**src/rtl/kbd_pkg.sv**
```systemverilog
// Shared constants for the PS/2 set-2 scan code decoder.
//   - prefix bytes (extended, break)
//   - modifier scan codes
//   - prefix FSM state encoding
//   - is_modifier(): true when {ext,code} names a shift, ctrl or caps key
package kbd_pkg;

    localparam logic [7:0] PFX_EXT   = 8'hE0;
    localparam logic [7:0] PFX_BRK   = 8'hF0;
    localparam logic [7:0] SC_LSHIFT = 8'h12;
    localparam logic [7:0] SC_RSHIFT = 8'h59;
    localparam logic [7:0] SC_CTRL   = 8'h14;
    localparam logic [7:0] SC_CAPS   = 8'h58;

    typedef enum logic [1:0] {
        S_IDLE    = 2'd0,
        S_EXT     = 2'd1,
        S_BRK     = 2'd2,
        S_EXT_BRK = 2'd3
    } kbd_state_t;

    // Shift and caps exist only as plain codes; ctrl exists in both forms
    // (left = plain, right = E0-prefixed).
    function automatic logic is_modifier(input logic ext, input logic [7:0] code);
        return (!ext && (code == SC_LSHIFT || code == SC_RSHIFT || code == SC_CAPS))
               || (code == SC_CTRL);
    endfunction

endpackage

```
**src/rtl/scan2ascii.sv**
```systemverilog
// Combinational scan-code to ASCII lookup (set 2, US layout subset).
//   code  : make code without prefix
//   shift : shift modifier level
//   caps  : caps lock level
//   ascii : letters (case = shift ^ caps), digits / shifted symbols,
//           space, enter, backspace; 0x00 for anything else
module scan2ascii
    import kbd_pkg::*;
(
    input  logic [7:0] code,
    input  logic       shift,
    input  logic       caps,
    output logic [7:0] ascii
);

    logic [7:0] letter;
    logic [7:0] digit;
    logic [7:0] sym;
    logic [7:0] misc;

    always_comb begin
        letter = 8'h00;
        digit  = 8'h00;
        sym    = 8'h00;
        misc   = 8'h00;
        case (code)
            8'h1C: letter = 8'h61; // a
            8'h32: letter = 8'h62;
            8'h21: letter = 8'h63;
            8'h23: letter = 8'h64;
            8'h24: letter = 8'h65;
            8'h2B: letter = 8'h66;
            8'h34: letter = 8'h67;
            8'h33: letter = 8'h68;
            8'h43: letter = 8'h69;
            8'h3B: letter = 8'h6A;
            8'h42: letter = 8'h6B;
            8'h4B: letter = 8'h6C;
            8'h3A: letter = 8'h6D;
            8'h31: letter = 8'h6E;
            8'h44: letter = 8'h6F;
            8'h4D: letter = 8'h70;
            8'h15: letter = 8'h71;
            8'h2D: letter = 8'h72;
            8'h1B: letter = 8'h73;
            8'h2C: letter = 8'h74;
            8'h3C: letter = 8'h75;
            8'h2A: letter = 8'h76;
            8'h1D: letter = 8'h77;
            8'h22: letter = 8'h78;
            8'h35: letter = 8'h79;
            8'h1A: letter = 8'h7A; // z
            8'h45: begin digit = 8'h30; sym = 8'h29; end // 0 )
            8'h16: begin digit = 8'h31; sym = 8'h21; end // 1 !
            8'h1E: begin digit = 8'h32; sym = 8'h40; end // 2 @
            8'h26: begin digit = 8'h33; sym = 8'h23; end // 3 #
            8'h25: begin digit = 8'h34; sym = 8'h24; end // 4 $
            8'h2E: begin digit = 8'h35; sym = 8'h25; end // 5 %
            8'h36: begin digit = 8'h36; sym = 8'h5E; end // 6 ^
            8'h3D: begin digit = 8'h37; sym = 8'h26; end // 7 &
            8'h3E: begin digit = 8'h38; sym = 8'h2A; end // 8 *
            8'h46: begin digit = 8'h39; sym = 8'h28; end // 9 (
            8'h29: misc = 8'h20;                         // space
            8'h5A: misc = 8'h0D;                         // enter
            8'h66: misc = 8'h08;                         // backspace
            default: ;
        endcase

        if (letter != 8'h00)
            ascii = (shift ^ caps) ? (letter - 8'h20) : letter;
        else if (digit != 8'h00)
            ascii = shift ? sym : digit;
        else
            ascii = misc;
    end

endmodule

```
**src/rtl/kbd_scancode_decoder.sv**
```systemverilog
// PS/2 set-2 scan code decoder.
//   clk, rst    : clock, synchronous active-high reset
//   scan_code   : received byte, qualified by wr (one-cycle strobe)
//   key_valid   : one-cycle pulse per non-modifier make (latency 1)
//   ascii       : ASCII of last non-modifier make (0x00 if extended/unmapped)
//   key_code    : last non-modifier make code, prefix stripped
//   is_ext      : key_code came with an E0 prefix
//   pressed     : a non-modifier key is currently held
//   shift, ctrl, caps_lock : modifier levels
//   press_cnt   : count of new key presses (wraps)
module kbd_scancode_decoder
    import kbd_pkg::*;
#(
    parameter int CNT_W = 16
) (
    input  logic             clk,
    input  logic             rst,
    input  logic [7:0]       scan_code,
    input  logic             wr,
    output logic             key_valid,
    output logic [7:0]       ascii,
    output logic [7:0]       key_code,
    output logic             is_ext,
    output logic             pressed,
    output logic             shift,
    output logic             ctrl,
    output logic             caps_lock,
    output logic [CNT_W-1:0] press_cnt
);

    kbd_state_t       state_reg;
    logic             key_valid_reg;
    logic [7:0]       ascii_reg;
    logic [7:0]       key_code_reg;
    logic             is_ext_reg;
    logic             pressed_reg;
    logic             lshift_reg;
    logic             rshift_reg;
    logic             lctrl_reg;
    logic             rctrl_reg;
    logic             caps_held_reg;
    logic             caps_lock_reg;
    logic [CNT_W-1:0] press_cnt_reg;

    logic             cur_ext;
    logic             cur_brk;
    logic [7:0]       ascii_next;

    assign cur_ext = (state_reg == S_EXT) || (state_reg == S_EXT_BRK);
    assign cur_brk = (state_reg == S_BRK) || (state_reg == S_EXT_BRK);

    // Lookup sees the modifier levels from before the current byte.
    scan2ascii u_scan2ascii (
        .code  (scan_code),
        .shift (lshift_reg | rshift_reg),
        .caps  (caps_lock_reg),
        .ascii (ascii_next)
    );

    always_ff @(posedge clk) begin
        if (rst) begin
            state_reg     <= S_IDLE;
            key_valid_reg <= 1'b0;
            ascii_reg     <= 8'h00;
            key_code_reg  <= 8'h00;
            is_ext_reg    <= 1'b0;
            pressed_reg   <= 1'b0;
            lshift_reg    <= 1'b0;
            rshift_reg    <= 1'b0;
            lctrl_reg     <= 1'b0;
            rctrl_reg     <= 1'b0;
            caps_held_reg <= 1'b0;
            caps_lock_reg <= 1'b0;
            press_cnt_reg <= '0;
        end else begin
            key_valid_reg <= 1'b0;
            if (wr) begin
                if (scan_code == PFX_EXT) begin
                    state_reg <= S_EXT;
                end else if (scan_code == PFX_BRK) begin
                    state_reg <= cur_ext ? S_EXT_BRK : S_BRK;
                end else begin
                    state_reg <= S_IDLE;
                    if (is_modifier(cur_ext, scan_code)) begin
                        if (scan_code == SC_LSHIFT) begin
                            lshift_reg <= !cur_brk;
                        end else if (scan_code == SC_RSHIFT) begin
                            rshift_reg <= !cur_brk;
                        end else if (scan_code == SC_CTRL) begin
                            if (cur_ext)
                                rctrl_reg <= !cur_brk;
                            else
                                lctrl_reg <= !cur_brk;
                        end else begin
                            // Caps: toggle only on the first make; typematic
                            // repeats are swallowed until the break arrives.
                            if (!cur_brk) begin
                                if (!caps_held_reg)
                                    caps_lock_reg <= ~caps_lock_reg;
                                caps_held_reg <= 1'b1;
                            end else begin
                                caps_held_reg <= 1'b0;
                            end
                        end
                    end else if (!cur_brk) begin
                        // {is_ext_reg,key_code_reg} doubles as the held key.
                        key_valid_reg <= 1'b1;
                        key_code_reg  <= scan_code;
                        is_ext_reg    <= cur_ext;
                        ascii_reg     <= cur_ext ? 8'h00 : ascii_next;
                        pressed_reg   <= 1'b1;
                        if (!pressed_reg || {is_ext_reg, key_code_reg} != {cur_ext, scan_code})
                            press_cnt_reg <= press_cnt_reg + 1'b1;
                    end else if (pressed_reg && {is_ext_reg, key_code_reg} == {cur_ext, scan_code}) begin
                        pressed_reg <= 1'b0;
                    end
                end
            end
        end
    end

    assign key_valid = key_valid_reg;
    assign ascii     = ascii_reg;
    assign key_code  = key_code_reg;
    assign is_ext    = is_ext_reg;
    assign pressed   = pressed_reg;
    assign shift     = lshift_reg | rshift_reg;
    assign ctrl      = lctrl_reg | rctrl_reg;
    assign caps_lock = caps_lock_reg;
    assign press_cnt = press_cnt_reg;

endmodule

```
**config.mk**
```make
export PLATFORM = sky130hd
export DESIGN_NAME = kbd_scancode_decoder
export DESIGN_NICKNAME = d
export VERILOG_FILES = /design/src/rtl/kbd_pkg.sv /design/src/rtl/scan2ascii.sv /design/src/rtl/kbd_scancode_decoder.sv
export SDC_FILE = /design/constraint.sdc
export NUM_CORES = 1
export LEC_CHECK = 0
export BUFFER_PORTS_ARGS = -buffer_cell sky130_fd_sc_hd__buf_2
export CORE_ASPECT_RATIO = 1.5
export CORE_MARGIN = 4
export CORE_UTILIZATION = 55
export CTS_CLUSTER_DIAMETER = 40
export DETAILED_ROUTE_END_ITERATION = 10
export PLACE_DENSITY = 0.78
export SYNTH_ARGS = -nofsm -noshare
export SYNTH_HDL_FRONTEND = slang
export SYNTH_SLANG_ARGS = --single-unit
```
**constraint.sdc**
```tcl
create_clock -name clk -period 5.53 [get_ports clk]
set_clock_uncertainty 0.2 [all_clocks]
set_input_delay 0.553 -clock clk [delete_from_list [all_inputs] [get_ports clk]]
set_output_delay 0.553 -clock clk [all_outputs]
set_load 0.1 [all_outputs]
```
==> results of run 1 <==
[kinds of logic (layout without fill, tap and decap cells)]
family | after synthesis | count (layout) | share of synthesized area
muxes | 8 | 8 | 0.02815
buffers and inverters | 38 | 63 | 0.06085
AOI/OAI and AO/OA | 100 | 100 | 0.2119
and+or+nand+nor | 180 | 180 | 0.3526
DFF | 43 | 43 | 0.2848
xor gates and xnor gates | 17 | 17 | 0.04925
adders and majority gates | 3 | 3 | 0.01242
[path summary, 6_finish.rpt]
kind / start / end / slack (ns)
max reg2reg: state_reg[0]$_SDFFE_PP0P_ / press_cnt[15]$_SDFFE_PP0P_ / 2.85
min: ascii[4]$_SDFFE_PP0P_ / ascii[4]$_SDFFE_PP0P_ / 0.26
min reg2reg: ascii[4]$_SDFFE_PP0P_ / ascii[4]$_SDFFE_PP0P_ / 0.26
max: scan_code[4] / ascii[0]$_SDFFE_PP0P_ / 2.45
[per-layer routing]
| layer | up-vias | GRT usage | share of wire | routed length [um] |
|---|---|---|---|---|
| met3 | 32 | 0.03193 | 0.057 | 496 |
| met5 | - | 0 | 0 | 0 |
| met4 | 0 | 0.1332 | 0.048 | 422 |
| met1 | 1461 | 0.3201 | 0.38 | 3315 |
| li1 | 1484 | - | - | - |
| met2 | 116 | 0.4496 | 0.52 | 4516 |
[power by group]
group / internal, uW / switching [uW] / leakage (uW) / total, uW
sequential: 317 / 7.82 / 0.000349 / 325
clock: 146 / 105 / 0.0000612 / 251
combinational: 39.7 / 123 / 0.000796 / 163
total: 503 / 236 / 0.00121 / 739
[final cells by class]
class,count,share of cell area
timing repair buffer,48,0.07262
sequential,43,0.2602
inverter,7,0.007943
tap,68,0.02572
clock inverter,2,0.01059
multi-input combinational,308,0.5980
clock buffer,6,0.02496
[metrics by stage]
stage               power, uW  hold WS, ns  utilization  instances
floorplan               465.5       0.2469            -        389
global placement        491.2       0.2447       0.6083        474
detailed placement      492.7       0.2483       0.6083        474
CTS                     742.4       0.2651       0.6307        482
global route            763.3       0.2868       0.6307        482
finish                  738.8       0.2644       0.6307        482
[cell usage after synthesis (4+ instances only)]
| library cell | n |
|---|---|
| a21oi_1 | 39 |
| dfxtp_1 | 43 |
| nand4_1 | 7 |
| nor2_1 | 32 |
| or3_1 | 10 |
| nand4bb_1 | 4 |
| inv_1 | 7 |
| clkbuf_1 | 11 |
| nor4b_1 | 4 |
| buf_2 | 12 |
| nand2_1 | 37 |
| nand2b_1 | 5 |
| mux2i_1 | 4 |
| or4b_1 | 7 |
| o21ai_0 | 19 |
| o311ai_0 | 4 |
| nor2b_1 | 9 |
| nor4_1 | 4 |
| nand3_1 | 15 |
| nor3_1 | 15 |
| xnor2_1 | 16 |
| mux2_2 | 4 |
[worst register-to-register path, cell delays in order, from the launching register on]
cell and delay, ns:
dfxtp_1 0.69, xnor2_1 0.16, nand4_1 0.13, nor3_1 0.11, or4_1 0.66, or4_1 0.52
a21oi_1 0.14
==> results.toml, run 1 <==
[setup_path]
slowest_stage = "nor4b_1"
cpMostUsedCell = "nand2_1"
timing.critical_path.fanout_max = 28
critical_path_buf_inv_count = 1
cp_data_arrival_time_ns = 3.08
reg2regPathDepth = 6
path_delay_family = "simple AND/OR/NAND/NOR gates"
crit_chain = "buf_2 -> nor4b_1 -> and2_1 -> nor2_1 -> nand2_1 -> nand2_1 -> a221oi_1"
crit_cells = 7
start_kind = "input port"
path_class = "input port to flip-flop"
max_stage_delay_ns = 0.91
required_ns = 5.53
cp-end-kind = "flip-flop"

[cts]
post_cts_buffers = 0
ctsLongestPathBuffers = 2
clock_sinks = 43
cts-root-buf = "clkbuf_8"
clk_latency_ns = 0.30
cts_hold_buffers = 0
htree_levels = 2
path_clk_slew_ns = 0.08
post_cts_resized = 0
cts_made_buffers = 5
cts_tree = "done"

[power]
vdd_drop_max_uv = 173.2
power_density_nw_per_um2 = 223.3
p_leak_uw = 0.001206

[placement]
numPortBuffers = 48
place.gp.congestion = 1.016
place_area_um2 = 3191
post-place-ws_ns = 2.228
dp_hpwl_mm = 6.203

[sta]
finalHoldViolCount = 0
rsz0062_at_grt = "false"
min_period_over_period = 0.5566
setup_ws_ns = 2.452
max_freq_mhz = 324.9
min_period_ns = 3.078
setup_violations = 0
tns_ns = 0
slew_headroom = 0.2828
worst_slew_pin_slew_ns = 1.061
slew_violations = 0

[cells_and_area]
layout.cells.most_common_list = "48 x buf_2, 43 x dfxtp_1, 39 x a21oi_1, 37 x nand2_1, 32 x nor2_1"
fillCellCount = 489
nets = 427
largest_register_ffs = 16
drive_gt1_frac = 0.1884
design_area_um2 = 3308
num_antenna_cells = 0
seqCellArea_um2 = 860.8
final_common_cell = "buf_2"
syn_to_final_growth_pct = 9.437
multiInputGateArea_um2 = 1978

[logic_synthesis]
yosys_warnings = 0
async_flop_share = 0
synth_top_area_share = 0.2848
yosys.area.top_type = "dfxtp_1"
ys_seq_area_frac = 0.2848
ys_types = 71
synth-seq-cells = 43
syn_area_um2 = 3023
synth_cells = 389
ys.flop_type = "dfxtp_1"
synth_edf_count = 0
synth.area.top_cells = "dfxtp_1 28%, a21oi_1 6.5%, xnor2_1 4.6%"
syn_nets = 403
avgSynthCellArea_um2 = 7.771

[route]
finalWirelength_mm = 8.750
num_vias = 3093
antenna_left = 0
drt_pre_antenna_iters = 5
viasPerCell = 6.417
drtIter0Drc = 269
routedWlPerCell_um = 18.15
drc = 0

[global_routing]
grt_pass1_vias = 2872
grt_max_degree = 46
grt.overflow.total = 0
antenna_found_initial = 0
grt_first_pass_wirelength_mm = 14.04
grt_usage = 0.2665

[min_path]
hold_path.class = "flip-flop to flip-flop"
hold_depth = 2

[floorplanning]
core_area_um2 = 5245
io_pins = 49
std_cell_rows = 32
die_h_um = 98.80
dieArea_um2 = 6770
initial_utilization = 0.5763
die_w_um = 68.53

[status]
status = "completed"

[flow_run]
maxCapViolations = 0
Note: power is estimated with default switching activity, not from simulation.
==> run 2: changes to the inputs <==
--- a/config.mk
+++ b/config.mk
@@ -8,10 +8,10 @@
 export BUFFER_PORTS_ARGS = -buffer_cell sky130_fd_sc_hd__buf_2
 export CORE_ASPECT_RATIO = 1.5
 export CORE_MARGIN = 4
-export CORE_UTILIZATION = 55
+export CORE_UTILIZATION = 52
 export CTS_CLUSTER_DIAMETER = 40
 export DETAILED_ROUTE_END_ITERATION = 10
-export PLACE_DENSITY = 0.78
+export PLACE_DENSITY = 0.77
 export SYNTH_ARGS = -nofsm -noshare
 export SYNTH_HDL_FRONTEND = slang
 export SYNTH_SLANG_ARGS = --single-unit
==> constraint.sdc (replaced) <==
create_clock -name clk -period 2.65 [get_ports clk]
set_clock_uncertainty 0.2 [all_clocks]
set_input_delay 0.265 -clock clk [delete_from_list [all_inputs] [get_ports clk]]
set_output_delay 0.265 -clock clk [all_outputs]
set_load 0.1 [all_outputs]
==> run 2 against run 1 <==
Compared with the run above: count of clock-buffer cells in the layout did not move; highest routed layer unchanged; clock power rose by 110%; die area rose by 5.2%.
==> results.toml, run 2 (same netlist as run 1, synthesis figures left out) <==
[status]
status = "completed"

[cells_and_area]
largest_register_ffs = 16
nets = 475
drive_gt1_frac = 0.3009
num_antenna_cells = 0
syn_to_final_growth_pct = 22.81
final_common_cell = "buf_2"
layout.cells.most_common_list = "48 x buf_2, 46 x buf_4, 39 x a21oi_1, 37 x nand2_1, 32 x nor2_1"

[setup_path]
start_kind = "flip-flop"
slowest_stage = "or4_1"
path_delay_family = "simple AND/OR/NAND/NOR gates"
required_ns = 2.68
timing.critical_path.fanout_max = 10
max_stage_delay_ns = 0.65
cp-end-kind = "flip-flop"
path_class = "flip-flop to flip-flop"
crit_chain = "xnor2_1 -> nand4_1 -> nor3_1 -> or4_1 -> or4_1 -> a21oi_1"
critical_path_buf_inv_count = 0
cpMostUsedCell = "or4_1"
cp_data_arrival_time_ns = 2.41

[global_routing]
grt_pass1_vias = 3120
grt_first_pass_wirelength_mm = 15.56
grt.overflow.total = 0
antenna_found_initial = 0
grt_max_degree = 30
grt_usage = 0.2732

[sta]
slew_violations = 0
min_period_ns = 2.381
slew_headroom = 0.5316
worst_slew_pin_slew_ns = 0.6962
max_freq_mhz = 420.1
setup_violations = 0
finalHoldViolCount = 0
rsz0062_at_grt = "false"
tns_ns = 0
min_period_over_period = 0.8983

[cts]
cts-root-buf = "clkbuf_8"
cts_made_buffers = 5
clk_latency_ns = 0.30
post_cts_buffers = 0
clock_sinks = 43
path_clk_slew_ns = 0.08
post_cts_resized = 0
ctsLongestPathBuffers = 2
htree_levels = 2
cts_tree = "done"
cts_hold_buffers = 0

[floorplanning]
io_pins = 49
die_h_um = 101.4
initial_utilization = 0.5423
dieArea_um2 = 7122
std_cell_rows = 33
die_w_um = 70.26
core_area_um2 = 5574

[power]
comb_power_share = 0.247
vdd_drop_max_uv = 524.9
p_sw_uw = 515.2
seq_power_share = 0.421
p_leak_uw = 0.001452
total_power_uw = 1611
power_density_nw_per_um2 = 434.0
pwr-share-clk = 0.331
p_int_uw = 1096
switching_share = 0.3198

[flow_run]
maxCapViolations = 0

[route]
antenna_left = 0
num_vias = 3256
drt_pre_antenna_iters = 4
routedWlPerCell_um = 18.13
drc = 0
finalWirelength_mm = 9.646
drtIter0Drc = 267
viasPerCell = 6.120

[placement]
dp_hpwl_mm = 7.559
place.gp.congestion = 1.022
numPortBuffers = 48

[min_path]
hold_path.class = "input port to flip-flop"
-- run 2: changes by cell type in the layout (fill, tap and decap cells not counted), sizes merged --
cell | previous run | this run
buf | 48 | 96
-- run 2: cell type report --
class	instances	area (um^2)
Sequential cell	43	877.1
Fill cell	504	1862
Timing Repair Buffer	96	625.6
Clock buffer	6	82.58
Inverter	7	26.28
Multi-Input combinational cell	308	1978
Clock inverter	2	35.03
Tap cell	70	87.58
-- run 2: stage by stage --
stage | util | worst slack [ns] | hold slack (ns) | instance area (um^2) | std cells
after floorplan | - | 0.07192 | 0.2169 | 3039 | 389
after global placement | 0.6449 | 0.02505 | 0.2435 | 3595 | 524
after detailed placement | 0.6449 | 0.01583 | 0.2496 | 3595 | 524
after CTS | 0.6660 | 0.2720 | 0.09005 | 3712 | 532
after global routing | 0.6660 | 0.1369 | 0.09756 | 3712 | 532
final | 0.6660 | 0.2694 | 0.09916 | 3712 | 532
-- run 2: path summary, 6_finish.rpt --
path	end	cells after the start	start	slack (ns)
max	press_cnt[15]$_SDFFE_PP0P_	6	state_reg[0]$_SDFFE_PP0P_	0.27
min	state_reg[1]$_SDFFE_PP0P_	3	wr	0.1
max reg2reg	press_cnt[15]$_SDFFE_PP0P_	6	state_reg[0]$_SDFFE_PP0P_	0.27
min reg2reg	ascii[4]$_SDFFE_PP0P_	2	ascii[4]$_SDFFE_PP0P_	0.26
-- run 2: power by group through the flow --
stage / Clock (uW) / Combinational (uW) / Sequential, uW
after floorplan: 0 / 168 / 805
after global placement: 0 / 391 / 693
after detailed placement: 0 / 394 / 694
after CTS: 539 / 396 / 679
after global routing: 561 / 422 / 681
final: 534 / 398 / 679
-- run 2: tightest hold or removal path, cell delays in order --
cell,delay (ns)
buf_2,0.13
nand3_1,0.09
a21oi_1,0.07
-- run 2: metal layers --
layer | global-route usage | share of wire | up-vias
li1 | - | - | 1588
met1 | 0.2977 | 0.38 | 1536
met2 | 0.5014 | 0.53 | 92
met3 | 0.03078 | 0.034 | 40
met4 | 0.1652 | 0.056 | 0
met5 | 0 | 0 | -
